===== src/rtl/ram_pkg.sv =====
// Shared types and helpers for the parametrised dual-port RAM.
package ram_pkg;

    localparam int unsigned RAM_BYTE = 8;

    typedef enum logic {
        ST_CLEAR = 1'b0,
        ST_RUN   = 1'b1
    } ram_state_t;

    // True when addr names a word that exists; DEPTH need not be a power of two.
    function automatic logic addr_in_range(input logic [31:0] addr, input int unsigned depth);
        return addr < depth;
    endfunction

endpackage


===== src/rtl/ram_dp_core.sv =====
// Storage array: byte-enabled synchronous write, synchronous read, no array reset.
module ram_dp_core
    import ram_pkg::*;
#(
    parameter int unsigned DATA_W = 8,
    parameter int unsigned DEPTH  = 64,
    parameter int unsigned ADDR_W = 6,
    parameter int unsigned BE_W   = DATA_W / RAM_BYTE
) (
    input  logic              clk,
    input  logic              we,
    input  logic [ADDR_W-1:0] waddr,
    input  logic [DATA_W-1:0] wdata,
    input  logic [BE_W-1:0]   wbe,
    input  logic              re,
    input  logic [ADDR_W-1:0] raddr,
    output logic [DATA_W-1:0] rdata
);

    logic [DATA_W-1:0] mem [DEPTH];

    always_ff @(posedge clk) begin
        if (we) begin
            for (int k = 0; k < int'(BE_W); k++) begin
                if (wbe[k]) mem[waddr][k*RAM_BYTE +: RAM_BYTE] <= wdata[k*RAM_BYTE +: RAM_BYTE];
            end
        end
        if (re) rdata <= mem[raddr];
    end

endmodule


===== src/rtl/ram_dp_param.sv =====
// Simple-dual-port RAM with clear engine, range checks, write-first bypass and
// configurable read latency.
module ram_dp_param
    import ram_pkg::*;
#(
    parameter int unsigned DATA_W   = 8,
    parameter int unsigned DEPTH    = 64,
    parameter int unsigned ADDR_W   = (DEPTH > 1) ? $clog2(DEPTH) : 1,
    parameter int unsigned READ_LAT = 1,
    parameter int unsigned BE_W     = DATA_W / RAM_BYTE
) (
    input  logic              clk,
    input  logic              rst,
    input  logic              clr,
    output logic              busy,
    input  logic              wr_en,
    input  logic [ADDR_W-1:0] wr_addr,
    input  logic [DATA_W-1:0] wr_data,
    input  logic [BE_W-1:0]   wr_be,
    input  logic              rd_en,
    input  logic [ADDR_W-1:0] rd_addr,
    output logic [DATA_W-1:0] rd_data,
    output logic              rd_valid,
    output logic              err
);

    localparam logic [ADDR_W-1:0] LAST_ADDR = ADDR_W'(DEPTH - 1);

    ram_state_t        state;
    logic [ADDR_W-1:0] ptr;

    logic              wr_in, rd_in, rd_acc, err_c;
    logic              mem_we;
    logic [ADDR_W-1:0] mem_waddr;
    logic [DATA_W-1:0] mem_wdata;
    logic [BE_W-1:0]   mem_wbe;
    logic [DATA_W-1:0] core_q;

    logic              v1, zero1, have1;
    logic [BE_W-1:0]   byp_be1;
    logic [DATA_W-1:0] byp_data1;
    logic [DATA_W-1:0] rd_word;

    // Access qualification and error detection.
    always_comb begin
        wr_in  = addr_in_range(32'(wr_addr), DEPTH);
        rd_in  = addr_in_range(32'(rd_addr), DEPTH);
        rd_acc = (state == ST_RUN) && rd_en;
        err_c  = 1'b0;
        if (state == ST_CLEAR) err_c = wr_en || rd_en;
        else                   err_c = (wr_en && !wr_in) || (rd_en && !rd_in);
    end

    // Write port: the clear engine owns the port while clearing.
    always_comb begin
        mem_we    = 1'b0;
        mem_waddr = wr_addr;
        mem_wdata = wr_data;
        mem_wbe   = wr_be;
        if (state == ST_CLEAR) begin
            mem_we    = 1'b1;
            mem_waddr = ptr;
            mem_wdata = '0;
            mem_wbe   = '1;
        end else if (wr_en && wr_in) begin
            mem_we = 1'b1;
        end
    end

    // Clear FSM, pointer and registered status outputs.
    always_ff @(posedge clk or negedge rst) begin
        if (!rst) begin
            state <= ST_CLEAR;
            ptr   <= '0;
            busy  <= 1'b1;
            err   <= 1'b0;
        end else begin
            err <= err_c;
            case (state)
                ST_CLEAR: begin
                    ptr <= ptr + ADDR_W'(1);
                    if (ptr == LAST_ADDR) begin
                        state <= ST_RUN;
                        busy  <= 1'b0;
                        ptr   <= '0;
                    end
                end
                ST_RUN: begin
                    if (clr) begin
                        state <= ST_CLEAR;
                        busy  <= 1'b1;
                        ptr   <= '0;
                    end
                end
                default: state <= ST_CLEAR;
            endcase
        end
    end

    ram_dp_core #(
        .DATA_W (DATA_W),
        .DEPTH  (DEPTH),
        .ADDR_W (ADDR_W),
        .BE_W   (BE_W)
    ) u_core (
        .clk   (clk),
        .we    (mem_we),
        .waddr (mem_waddr),
        .wdata (mem_wdata),
        .wbe   (mem_wbe),
        .re    (rd_acc && rd_in),
        .raddr (rd_addr),
        .rdata (core_q)
    );

    // First read stage: remembers which bytes the same-cycle write overrides.
    always_ff @(posedge clk or negedge rst) begin
        if (!rst) begin
            v1        <= 1'b0;
            zero1     <= 1'b0;
            have1     <= 1'b0;
            byp_be1   <= '0;
            byp_data1 <= '0;
        end else begin
            v1 <= rd_acc;
            if (rd_acc) begin
                have1     <= 1'b1;
                zero1     <= !rd_in;
                byp_be1   <= (wr_en && wr_in && (wr_addr == rd_addr)) ? wr_be : '0;
                byp_data1 <= wr_data;
            end
        end
    end

    always_comb begin
        rd_word = core_q;
        for (int k = 0; k < int'(BE_W); k++) begin
            if (byp_be1[k]) rd_word[k*RAM_BYTE +: RAM_BYTE] = byp_data1[k*RAM_BYTE +: RAM_BYTE];
        end
        if (zero1 || !have1) rd_word = '0;
    end

    generate
        if (READ_LAT == 1) begin : g_lat1
            assign rd_data  = rd_word;
            assign rd_valid = v1;
        end else begin : g_lat2
            logic [DATA_W-1:0] rd_q;
            logic              v2;
            always_ff @(posedge clk or negedge rst) begin
                if (!rst) begin
                    rd_q <= '0;
                    v2   <= 1'b0;
                end else begin
                    v2 <= v1;
                    if (v1) rd_q <= rd_word;
                end
            end
            assign rd_data  = rd_q;
            assign rd_valid = v2;
        end
    endgenerate

endmodule


===== config.mk =====
export PLATFORM = sky130hd
export DESIGN_NAME = ram_dp_param
export DESIGN_NICKNAME = d
export VERILOG_FILES = /design/src/rtl/ram_pkg.sv /design/src/rtl/ram_dp_core.sv /design/src/rtl/ram_dp_param.sv
export SDC_FILE = /design/constraint.sdc
export NUM_CORES = 1
export LEC_CHECK = 0
export CORE_AREA = 2 2 195 197
export CTS_BUF_LIST = sky130_fd_sc_hd__clkbuf_2 sky130_fd_sc_hd__clkbuf_4 sky130_fd_sc_hd__clkbuf_8
export DETAILED_ROUTE_END_ITERATION = 12
export DIE_AREA = 0 0 197 199
export PLACE_DENSITY = 0.77
export SYNTH_ARGS = -nofsm -noshare
export SYNTH_HDL_FRONTEND = slang
export SYNTH_HIERARCHICAL = 1
export SYNTH_SLANG_ARGS = --single-unit

===== constraint.sdc =====
create_clock -name clk -period 2.66 [get_ports clk]
set_clock_uncertainty 0.2 [all_clocks]
set_input_delay 0.532 -clock clk [delete_from_list [all_inputs] [get_ports clk]]
set_output_delay 0.532 -clock clk [all_outputs]
set_load 0.005 [all_outputs]

### After elaboration in Yosys (flattened, before gate mapping)

Memory sizes are Yosys's and may differ from the RTL's. A register that Yosys moved wholly into a read port is not among the register bits.
Cells that the tools add are included.

* register bits: 20
* bits in writable memories: 512
* output and inout bits: 11
* word-level logic and storage cells: 40
* memories kept: 1

Memory list
* u_core.mem: words 64, bits a word 8, rd ports 1, clocked after Yosys merged registers in 1, wr ports 1, line ram_dp_core.sv:20 `logic [DATA_W-1:0] mem [DEPTH];`

* $add $sub $neg: 1
* equality and inequality tests: 4
* mux-type cells: 21
* bitwise logic cells: 1
* reduce and logical (&&, ||, !) cells: 4

Operator list (number)
* 8-bit 2-to-1 mux: 3
* 6-bit 2-to-1 mux: 3
* 1-bit 2-to-1 mux: 12
* 6-bit case mux with 2 select lines: 1
* 6-bit by 1-bit adder with 6-bit output (second input constant): 1
* 6-bit == test: 1
* 6-bit == test (second input constant): 1
* 1-bit case mux with 2 select lines: 2
* 1-bit logical AND: 2
* 2-bit by 1-bit != test with 1-bit output (second input constant): 1
* 2-bit != test (second input constant): 1
* 2-bit AND reduction: 1
* 1-bit logical OR: 1
* 1-bit NOT: 1

### Logic depth before layout (Yosys ltp)

Gate-level depths: netlist (run 1).

* depth in word-level cells: 4
* mapped depth: 7
* mapped depth without buffers: 5

### Cells and area by module

The synthesis (run 1) kept the hierarchy.

Modules (own cells, without submodules)
* ram_dp_core: times used 1, cells each 906, area each 20160.6 µm²
* ram_dp_param: times used 1, cells each 111, area each 1163.6 µm²

### Least setup slack after synthesis (run 1)

OpenSTA, ideal clock, no wires.

* path type: register to register
* start: register state
* end: memory u_core.mem[39][0], enable pin
* setup time: 370 ps
* arrival: 2076 ps
* path slack: 14 ps
* stages on the path, launching flop included: 7
* buffers on the path: 3
* cell sequence: dfrtp_1 > buf_2 > mux2_2 > clkbuf_1 > or3b_2 > clkbuf_1 > nor2_1

RTL lines
* from (decl): line ram_dp_param.sv:29 `ram_state_t state;`
* from (signal assigned): line ram_dp_param.sv:73 `state <= ST_CLEAR;`
* from (signal assigned): line ram_dp_param.sv:83 `state <= ST_RUN;`
* from (signal assigned): line ram_dp_param.sv:90 `state <= ST_CLEAR;`
* 6-bit 2-to-1 mux: line ram_dp_param.sv:60 `if (state == ST_CLEAR) begin`
* via mem_waddr[4]: line ram_dp_param.sv:34 `logic [ADDR_W-1:0] mem_waddr;`
* to (decl): line ram_dp_core.sv:20

The timed path passes the listed nets, and every way through them passes these cells.

### Worst setup path after layout (run 1)

* start: register state
* end: memory u_core.mem[61][2], enable pin

Same word-level chain as after synthesis.

==> flow_metrics.env, run 1 <==
export IMPL_drive_gt1_share_pct=33.33
export IMPL_p_per_area_nw_per_um2=763.5
export IMPL_synth_seq_cells=540
export IMPL_ys_flop_type="edfxtp_1"
export IMPL_htreeDepth=3
export IMPL_path_cells="buf_4 -> mux2_2 -> nor2b_1 -> nand2_1 -> buf_12 -> nor2_1 -> buf_4"
export IMPL_async_reset_ff_share_pct=3.704
export IMPL_required_ns=2.78
export IMPL_yosys_warnings=6
export IMPL_grt_ovfl_total=0
export IMPL_numClockSinks=540
export IMPL_ant_nets=0
export IMPL_mostFrequentLayoutCell="edfxtp_1"
export IMPL_final_cell_mix="edfxtp_1, buf_4, mux4_2"
export IMPL_drt_pass1_iter_count=6
export IMPL_nets=1290
export IMPL_worstSkewPairLatency_ns=0.63
export IMPL_p_leak_nw=8.610
export IMPL_syn_area_um2=21320
export IMPL_dr_first_iter_drc_count=1215
export IMPL_p_int_w=0.01435
export IMPL_grtUsageTotal_pct=25.40
export IMPL_grt_pass1_vias=11399
export IMPL_drt_wl_total_um=47940
export IMPL_path_class="reg -> reg"
export IMPL_n_fill_cell=2245
export IMPL_setup_viol=0
export IMPL_fmaxAchievable_mhz=395.3
export IMPL_power_frac_comb_pct=14.0
export IMPL_seq_area_um2=16120
export IMPL_antenna_found_initial=0
export IMPL_slew_violations=0
export IMPL_dp_hpwl_um=30880
export IMPL_dieHeight_um=199
export IMPL_numCtsBuffers=81
export IMPL_start_util_pct=57.43
export IMPL_vias=11087
export IMPL_outcome="complete, no violations"
export IMPL_seq_power_share_pct=53.0
export IMPL_slowest_delay_ns=0.50
export IMPL_worstPathArrival_ns=2.65
export IMPL_switchingPower_w=0.004823
export IMPL_synth_fp_nets=1044
export IMPL_period_share_pct=95.10
export IMPL_ctsHoldBuffers=0
export IMPL_row_count=71
export IMPL_hold_class="in -> async"
export IMPL_fp_coreArea_um2=37130
export IMPL_p_sw_share_pct=25.15
export IMPL_syn2layout_area_growth_pct=17.78
export IMPL_maxCapViolations=0
export IMPL_avgSynthCellArea_um2=20.97
export IMPL_irDropWorstVdd_mv=0.3055
export IMPL_clockRootBuffer="clkbuf_8"
export IMPL_grt_first_pass_wirelength_um=71670
export IMPL_synthCells=1017
export IMPL_cp_common_cell="buf_4"
export IMPL_start_kind="flip-flop"
export IMPL_synth_edff_count=520
export IMPL_slew_headroom_pct=28.57
export IMPL_wire_per_inst_um=26.63
export IMPL_holdWs_ns=0.04845
export IMPL_die_width_um=197
export IMPL_drc=0
export IMPL_dieArea_um2=39200
export IMPL_ios=37
export IMPL_yosysUniqueCellTypes=47
export IMPL_synth_area_top_cells="edfxtp_1, mux4_2, mux4_1, dfrtp_1, mux2i_1"
export IMPL_crit_fanout=15
export IMPL_place_congestion=0.8817
export IMPL_cp_end_kind="flip-flop"
export IMPL_multi_input_area_um2=4877
export IMPL_rsz0062_at_grt="no"
export IMPL_tightest_slew_ns=1.069
export IMPL_grt_max_degree=65
export IMPL_finalCriticalPeriod_ns=2.530
export IMPL_cts_tree="done"
export IMPL_clk_pin_slew_worst_paths_ns=0.06
export IMPL_critPathSlowestCell="dfrtp_1"
export IMPL_via_per_inst=6.159
export IMPL_io_buffers=36
export IMPL_dp_cells=1652
export IMPL_p_clk_share_pct=33.0
export IMPL_clockBufferDepth=3
export IMPL_hold_viol=0
export IMPL_antenna_cells=0
export IMPL_instances_no_fill=1800
export IMPL_synth_top_area_share_pct=73.23
export IMPL_ys_seq_area_share_pct=75.58
export IMPL_synth_top_cell_by_area="edfxtp_1"
[per-layer routing]
metal  global-route usage (%)  vias to the layer above  part of all wire (%)
met1                    35.16                     5653                    39
met5                        0                        -                     0
met3                    5.375                      105                   9.5
met4                    10.39                        0                   3.6
met2                    40.06                      591                    48
li1                         -                     4738                     -
[worst paths after layout]
kind / startpoint / end / slack [ns] / cells after the start
worst max-delay path: state$_DFF_PN0_ / u_core/mem[61][2]$_DFFE_PP_ / 0.13 / 7
worst min register to register: busy$_DFFE_PN1P_ / busy$_DFFE_PN1P_ / 0.29 / 2
max in group asynchronous: rst / busy$_DFFE_PN1P_ / 1.94 / 2
min in group clk: busy$_DFFE_PN1P_ / busy$_DFFE_PN1P_ / 0.29 / 2
worst max register to register: state$_DFF_PN0_ / u_core/mem[61][2]$_DFFE_PP_ / 0.13 / 7
worst min-delay path: rst / ptr[2]$_DFFE_PN0P_ / 0.05 / 2
[through the flow]
| step | power [W] | setup TNS (ns) | worst slack (ns) | instance area, um^2 | utilization, % |
|---|---|---|---|---|---|
| final | 0.01918 | 0 | 0.1304 | 25120 | 67.64 |
| after global routing | 0.01983 | 0 | 0.008577 | 25120 | 67.64 |
| after CTS | 0.01928 | 0 | 0.1799 | 25120 | 67.64 |
| after detailed placement | 0.01300 | -23.91 | -0.1631 | 23590 | 63.53 |
| after global placement | 0.01291 | -19.84 | -0.1408 | 23590 | 63.53 |
| after floorplan | 0.01159 | 0 | 0.01406 | 21320 | - |
[power groups by stage]
stage	logic, W	registers, W	clock network, W
after floorplan	0.00134	0.0102	0
after global placement	0.00261	0.0103	0
after detailed placement	0.00267	0.0103	0
after CTS	0.00266	0.0102	0.00646
after global routing	0.00283	0.0102	0.00679
final	0.00269	0.0102	0.00633
[synth_stat cells (7+ instances only)]
master	count
nor2_1	72
mux4_1	24
and2_1	9
nand2_1	18
o211ai_1	7
edfxtp_1	520
o21ai_0	10
buf_2	16
mux2i_1	32
buf_6	7
buf_4	9
clkbuf_1	15
nand3_1	22
dfrtp_1	19
a21oi_1	8
a22oi_1	37
nor2b_1	14
mux2_2	17
mux4_2	104
[repair_timing]
action | in CTS | in global routing
resized for setup | 10 | 0
setup endpoints to repair | 8 | 0
setup buffers | 2 | 0
[state kept, by name (all words and copies together) (netlist names)]
register      count
rd_valid          1
byp_data1         8
busy              1
state             1
ptr               6
u_core/mem      512
err               1
have1             1
byp_be1           1
u_core/rdata      8
[worst max-delay path: cells and delay by family, from the launching register on]
family	cells	cell delay [ns]
flops	1	0.50
simple gates	3	0.46
mux	1	0.40
buf+inv	3	0.66
[area by class of cell]
cell class / instances / share of cell area [%]
clock inverter: 46 / 0.9764
sequential: 540 / 64.17
inverter: 1 / 0.01494
timing repair buffer: 217 / 8.025
tap: 474 / 2.361
multi-input combinational: 422 / 19.42
clock buffer: 100 / 5.031
[cells by family (layout without fill, tap and decap cells)]
group                    Yosys count  in the layout  share of synthesized area, %
flip-flops                       540            540                         75.58
multiplexers                     177            177                         16.34
AND/OR/NAND/NOR                  163            163                         3.743
AO/OA/AOI/OAI                     75             75                         2.435
buffers and inverters             55            364                         1.596
XOR/XNOR                           6              6                        0.2464
adder cells (fa/ha/maj)            1              1                       0.05867
No activity file was read; power rests on OpenSTA's default activity.
==> run 2, diff against run 1 <==
--- a/config.mk
+++ b/config.mk
@@ -9,6 +9,7 @@
 export CTS_BUF_LIST = sky130_fd_sc_hd__clkbuf_2 sky130_fd_sc_hd__clkbuf_4 sky130_fd_sc_hd__clkbuf_8
 export DETAILED_ROUTE_END_ITERATION = 12
 export DIE_AREA = 0 0 197 199
+export GPL_TIMING_DRIVEN = 0
 export PLACE_DENSITY = 0.77
 export SYNTH_ARGS = -nofsm -noshare
 export SYNTH_HDL_FRONTEND = slang
==> flow_metrics.env, run 2 (same netlist as run 1, synthesis figures left out) <==
export IMPL_finalCriticalPeriod_ns=2.675
export IMPL_hold_class="in -> async"
export IMPL_p_clk_share_pct=33.7
export IMPL_violations="setup timing"
export IMPL_holdWs_ns=0.2288
export IMPL_grt_most_used_layer="met2"
export IMPL_worst_slack_ns=-0.01516
export IMPL_start_util_pct=57.43
export IMPL_clockBufferDepth=3
export IMPL_dieArea_um2=39200
export IMPL_drc=0
export IMPL_final_util_pct=68.53
export IMPL_drt_pass1_iter_count=5
export IMPL_slew_violations=0
export IMPL_grt_use_met1_pct=35.07
export IMPL_cts_tree="done"
export IMPL_path_cells="clkdlybuf4s50_1 -> buf_8 -> buf_2 -> mux4_2 -> a22oi_1 -> nand3_1 -> and4_1"
export IMPL_cp_end_kind="flip-flop"
export IMPL_path_class="in -> reg"
export IMPL_hold_viol=0
export IMPL_grt_ovfl_total=0
export IMPL_top_register="u_core/mem"
export IMPL_clk_pin_slew_worst_paths_ns=0.06
export IMPL_use_met3_pct=6.053
export IMPL_irDropWorstVdd_mv=0.4383
export IMPL_use_met2_pct=42.32
export IMPL_p_leak_nw=8.396
export IMPL_path_buf_inv=3
export IMPL_critPathSlowestCell="clkdlybuf4s50_1"
export IMPL_dieHeight_um=199
export IMPL_grt_max_degree=53
export IMPL_numCtsBuffers=82
export IMPL_crit_fanout=10
export IMPL_via_per_inst=6.490
export IMPL_p_per_area_nw_per_um2=792.9
export IMPL_die_width_um=197
export IMPL_clockRootBuffer="clkbuf_8"
export IMPL_switchingPower_w=0.005367
export IMPL_row_count=71
export IMPL_final_cell_mix="edfxtp_1, mux4_2, clkbuf_8"
export IMPL_dp_hpwl_um=30100
export IMPL_wire_per_inst_um=29.36
export IMPL_p_sw_share_pct=26.60
export IMPL_syn2layout_area_growth_pct=19.34
export IMPL_drive_gt1_share_pct=35.48
export IMPL_grt_pass1_vias=11241
export IMPL_required_ns=2.82
export IMPL_io_buffers=36
export IMPL_ios=37
export IMPL_largest_reg_flops=512
export IMPL_fp_coreArea_um2=37130
export IMPL_period_share_pct=100.6
export IMPL_p_int_w=0.01481
export IMPL_worstSkewPairLatency_ns=0.62
export IMPL_rsz0062_at_grt="yes"
export IMPL_place_congestion=0.8707
export IMPL_drt_wl_total_um=50410
export IMPL_tightest_slew_ns=0.9121
export IMPL_slowest_delay_ns=0.53
export IMPL_fmaxAchievable_mhz=373.8
export IMPL_setup_viol=1
export IMPL_start_kind="input pin"
export IMPL_ctsHoldBuffers=0
export IMPL_ant_nets=0
export IMPL_antenna_cells=0
export IMPL_top_regs="u_core/mem (512), byp_data1 (8), u_core/rdata (8)"
export IMPL_numClockSinks=540
export IMPL_dr_first_iter_drc_count=1529
export IMPL_worstPathArrival_ns=2.83
export IMPL_seq_power_share_pct=50.4
export IMPL_power_frac_comb_pct=16.0
export IMPL_mostFrequentLayoutCell="edfxtp_1"
export IMPL_slew_headroom_pct=39.00
export IMPL_grt_first_pass_wirelength_um=72440
export IMPL_path_delay_family="buffers and inverters"
export IMPL_outcome="finished, violations left"
export IMPL_antenna_found_initial=0
export IMPL_maxCapViolations=0
export IMPL_grtUsageTotal_pct=26.20
export IMPL_htreeDepth=3
export IMPL_vias=11144
export IMPL_nets=1209
[run 2: cell types whose count changed in the layout (fill, tap and decap cells not counted), moves of 7 or more]
cell and delta:
clkinv_1 -7, nor2_4 +65, clkbuf_4 +7, dlymetal6s2s_1 +8, nand2_1 -7, buf_6 +9
dlygate4sd2_1 -7, buf_12 +8, nor2_1 -66, buf_4 -128
[run 2: layer usage]
metal	share of wire [%]	wire [um]
met5	0	0
met4	3.2	1599
met3	11	5340
met2	49	24740
met1	37	18730
[run 2: worst reg2reg max path, cell delays in order, from the launching register on]
cell and delay, ns:
dfrtp_1 0.40, buf_4 0.20, mux2_2 0.43, nor2b_1 0.37, nand2_4 0.33, nor2_4 0.38
[run 2: area by class of cell]
class | count | area, um^2
buffer | 48 | 396.6
clock buffer | 111 | 1371
multi-input combinational | 422 | 5514
fill | 2142 | 11690
inverter | 1 | 3.754
timing repair buffer | 87 | 1197
tap | 474 | 593.1
clock inverter | 34 | 255.2
sequential | 540 | 16120
[run 2: what timing repair did]
item | CTS | global route
setup endpoints to repair | 528 | 348
gates resized for setup | 179 | 31
setup buffers | 34 | 9
pin swaps | 25 | 15
[run 2: worst paths after layout]
kind / start / to / slack, ns / cells after the start
setup / recovery: rd_addr[1] / u_core/rdata[7]$_DFFE_PP_ / -0.02 / 7
min in group clk: busy$_DFFE_PN1P_ / busy$_DFFE_PN1P_ / 0.29 / 2
hold reg to reg: busy$_DFFE_PN1P_ / busy$_DFFE_PN1P_ / 0.29 / 2
hold / removal: rst / ptr[3]$_DFFE_PN0P_ / 0.23 / 1
max in group asynchronous: rst / byp_data1[4]$_DFFE_PN0P_ / 1.46 / 1
setup reg to reg: state$_DFF_PN0_ / u_core/mem[27][7]$_DFFE_PP_ / 0.01 / 5
[run 2: per-stage QoR]
stage               std cells  setup TNS [ns]  total power [W]  setup slack, ns  area, um^2
global placement         1527         -796.24          0.01242           -1.177       22280
CTS                      1708          -17.33          0.02002          -0.1506       25220
global route             1717          -1.910          0.02075         -0.04488       25450
floorplan                1017               0          0.01159          0.01406       21320
finish                   1717        -0.01516          0.02018         -0.01516       25450
detailed placement       1535         -396.99          0.01252           -1.175       22460
[run 2: power by group through the flow]
| stage | clock network, W | logic (W) | registers (W) |
|---|---|---|---|
| after global placement | 0 | 0.00212 | 0.0103 |
| after detailed placement | 0 | 0.00218 | 0.0103 |
| after global routing | 0.00722 | 0.00332 | 0.0102 |
| final | 0.00679 | 0.00322 | 0.0102 |
| after floorplan | 0 | 0.00134 | 0.0102 |
| after CTS | 0.00685 | 0.00302 | 0.0102 |
==> variant: new RTL, config.mk and constraints of run 2 <==
Change the parameter `READ_LAT` from 1 to 0.
--- a/src/rtl/ram_dp_param.sv
+++ b/src/rtl/ram_dp_param.sv
@@ -6,7 +6,7 @@
     parameter int unsigned DATA_W   = 8,
     parameter int unsigned DEPTH    = 64,
     parameter int unsigned ADDR_W   = (DEPTH > 1) ? $clog2(DEPTH) : 1,
-    parameter int unsigned READ_LAT = 1,
+    parameter int unsigned READ_LAT = 0,
     parameter int unsigned BE_W     = DATA_W / RAM_BYTE
 ) (
     input  logic              clk,
Formal check against the unedited RTL: same outputs for any inputs over 10 cycles, from zero or initial values and one cycle with rst low; that may be too few to reach the edited logic, so the function may still have changed.
==> variant against run 2 <==
- the flow still finishes with violations (negative setup slack)
- count of clock-buffer cells in the layout is 4 lower
- total power is 1.3% higher
- sequential cell count is 9 higher
- first-iteration DRC count is 10% lower
- worst setup slack better by 0.0027 ns
- area after synthesis is 1.5% higher
- design area is 0.63% higher
- utilization is 0.43 points higher
- wire length is 0.61% higher
- largest cell class unchanged
- largest power group unchanged
==> variant: results <==
set metrics [dict create \
    min-delay-path-class "flop to flop" \
    layout-drive-gt1-share 0.353 \
    register_containing_the_most_flip_flops_in_the_final_layout "u_core/mem" \
    antenna_cells 0 \
    detailroute.via_count 11400 \
    count_of_final_setup_violators 11 \
    grt_first_pass_wirelength_um 73700 \
    final-instance-count-excl-fill 1734 \
    hold_depth 0 \
    largest_reg_flops 512 \
    post_synth_main_area_contributors "edfxtp_1 72%, mux4_2 11%, dfrtp_1 3.2%" \
    numCtsBuffers 82 \
    drt_pass1_iterations 5 \
    violations_in_the_final_reports "negative setup slack" \
    htreeDepth 3 \
    drt-total-wl_um 50700 \
    worst-path-max-fanout 10 \
    mappedNetlistNets 1065 \
    synth_async_sr_flop_share 0.0528 \
    largest_net_degree_at_the_start_of_global_routing 53 \
    whs_ns 0.203 \
    vdd_drop_max_v 0.000442 \
    r2r_slack_ns -0.01 \
    clk_transition_reported_paths_ns 0.06 \
    depth_of_the_worst_register_to_register_path 6 \
    cts-root-to-sink-buffers 3 \
    port_buffers 36 \
    dp_cells 1556 \
    post_synth_edffs 520 \
    critical_path_arrival_ns 2.76 \
    cellLeakagePower_nw 8.44 \
    worst_slew_pin_slew_ns 0.729 \
    cts.root.buffer_cell "clkbuf_8" \
    synth_area_per_inst_um2 20.9 \
    detailed_place_hpwl_um 30700 \
    crit_reg_reg_endpoint "u_core/mem[24][3]$_DFFE_PP_" \
    hold-path-endpoint "rd_valid$_DFF_PN0_" \
    gp_routability_congestion 0.838 \
    netlist-cell-type-count 50 \
    clkLatencyLatePin_ns 0.62 \
    yosysWarningCount 6 \
    filler_cell_count 2154 \
    fin_ws_ns -0.0125 \
    post_layout_nets 1234 \
    groute.usage.overall 0.267 \
    first_iter_violations 1376 \
    antenna_found_initial 0 \
    seq_total_area_yosys 0.755 \
    worstHoldStart "v1$_DFF_PN0_" \
    regToRegStartpoint "state$_DFF_PN0_" \
    synth_area_um2 21600 \
    cell_internal_pwr_mw 14.9 \
    commonest_cells_in_the_synthesized_netlist "520 x edfxtp_1, 104 x mux4_2, 73 x nor2_1" \
    run_status "finished, violations left" \
]
-- variant: cells by family (layout without fill, tap and decap cells) --
kind of cell / count (synthesis) / after routing / synth area share
AND/OR/NAND/NOR: 158 / 158 / 0.0361
AO/OA/AOI/OAI: 78 / 78 / 0.0261
adder cells (fa/ha/maj): 1 / 1 / 0.000578
flip-flops: 549 / 549 / 0.755
XOR/XNOR: 8 / 8 / 0.00324
multiplexers: 177 / 177 / 0.161
buffers and inverters: 67 / 289 / 0.0182
-- variant: worst max-delay path by stage --
stage | end | slack (ns) | from
finish | u_core/mem[24][3]$_DFFE_PP_ | -0.01 | state$_DFF_PN0_
global route | u_core/mem[16][2]$_DFFE_PP_ | -0.03 | state$_DFF_PN0_
CTS | u_core/rdata[4]$_DFFE_PP_ | 0.0002 | rd_addr[1]
detailed placement | u_core/rdata[2]$_DFFE_PP_ | -1.17 | rd_addr[2]
global placement | u_core/rdata[2]$_DFFE_PP_ | -1.14 | rd_addr[2]
floorplan | u_core/mem[39][0]$_DFFE_PP_ | 0.006 | state$_DFF_PN0_
-- variant: worst max-delay path, stage by stage, from the launching register on --
cell     delay, ns
dfrtp_1       0.32
buf_4         0.15
buf_4         0.18
mux2_2        0.37
nor2_2        0.37
nand2_4       0.35
nor2_4        0.38
-- variant: final cells by class --
cell class / instances / area (um^2) / area share
buffer: 49 / 394 / 0.0154
clock buffer: 107 / 1350 / 0.0526
clock inverter: 30 / 198 / 0.00772
inverter: 11 / 41.3 / 0.00161
multi-input combinational: 422 / 5570 / 0.217
sequential: 549 / 16300 / 0.638
tap: 474 / 593 / 0.0232
timing repair buffer: 92 / 1130 / 0.0440
-- variant: power groups by stage --
stage	registers, mW	logic, mW	clock network, mW
detailed placement	10.6	2.45	0
floorplan	10.5	1.46	0
CTS	10.4	3.33	6.61
global placement	10.6	2.37	0
global route	10.5	3.60	7.01
finish	10.4	3.48	6.53
-- variant: layer usage --
metal	track usage	up-vias	wire length, um
li1	-	4660	-
met1	0.356	5863	18700
met2	0.431	698	24700
met3	0.0517	134	5160
met4	0.126	0	2140
met5	0	-	0
-- variant: timing repair --
action,4_1_cts,5_1_grt
pin swaps,28,6
setup endpoints to repair,520,282
gates resized for setup,185,15
hold buffers,0,1
buffers inserted,41,6
cloned,0,0
hold endpoints to repair,0,28
-- variant: metrics by stage --
step                      setup TNS [ns]  setup slack (ns)  cell area, um^2
after floorplan                        0           0.00608            21600
after global placement           -830.85             -1.14            22600
after detailed placement         -424.79             -1.17            22800
after CTS                              0          0.000190            25500
after global routing              -0.428           -0.0261            25600
final                            -0.0713           -0.0125            25600
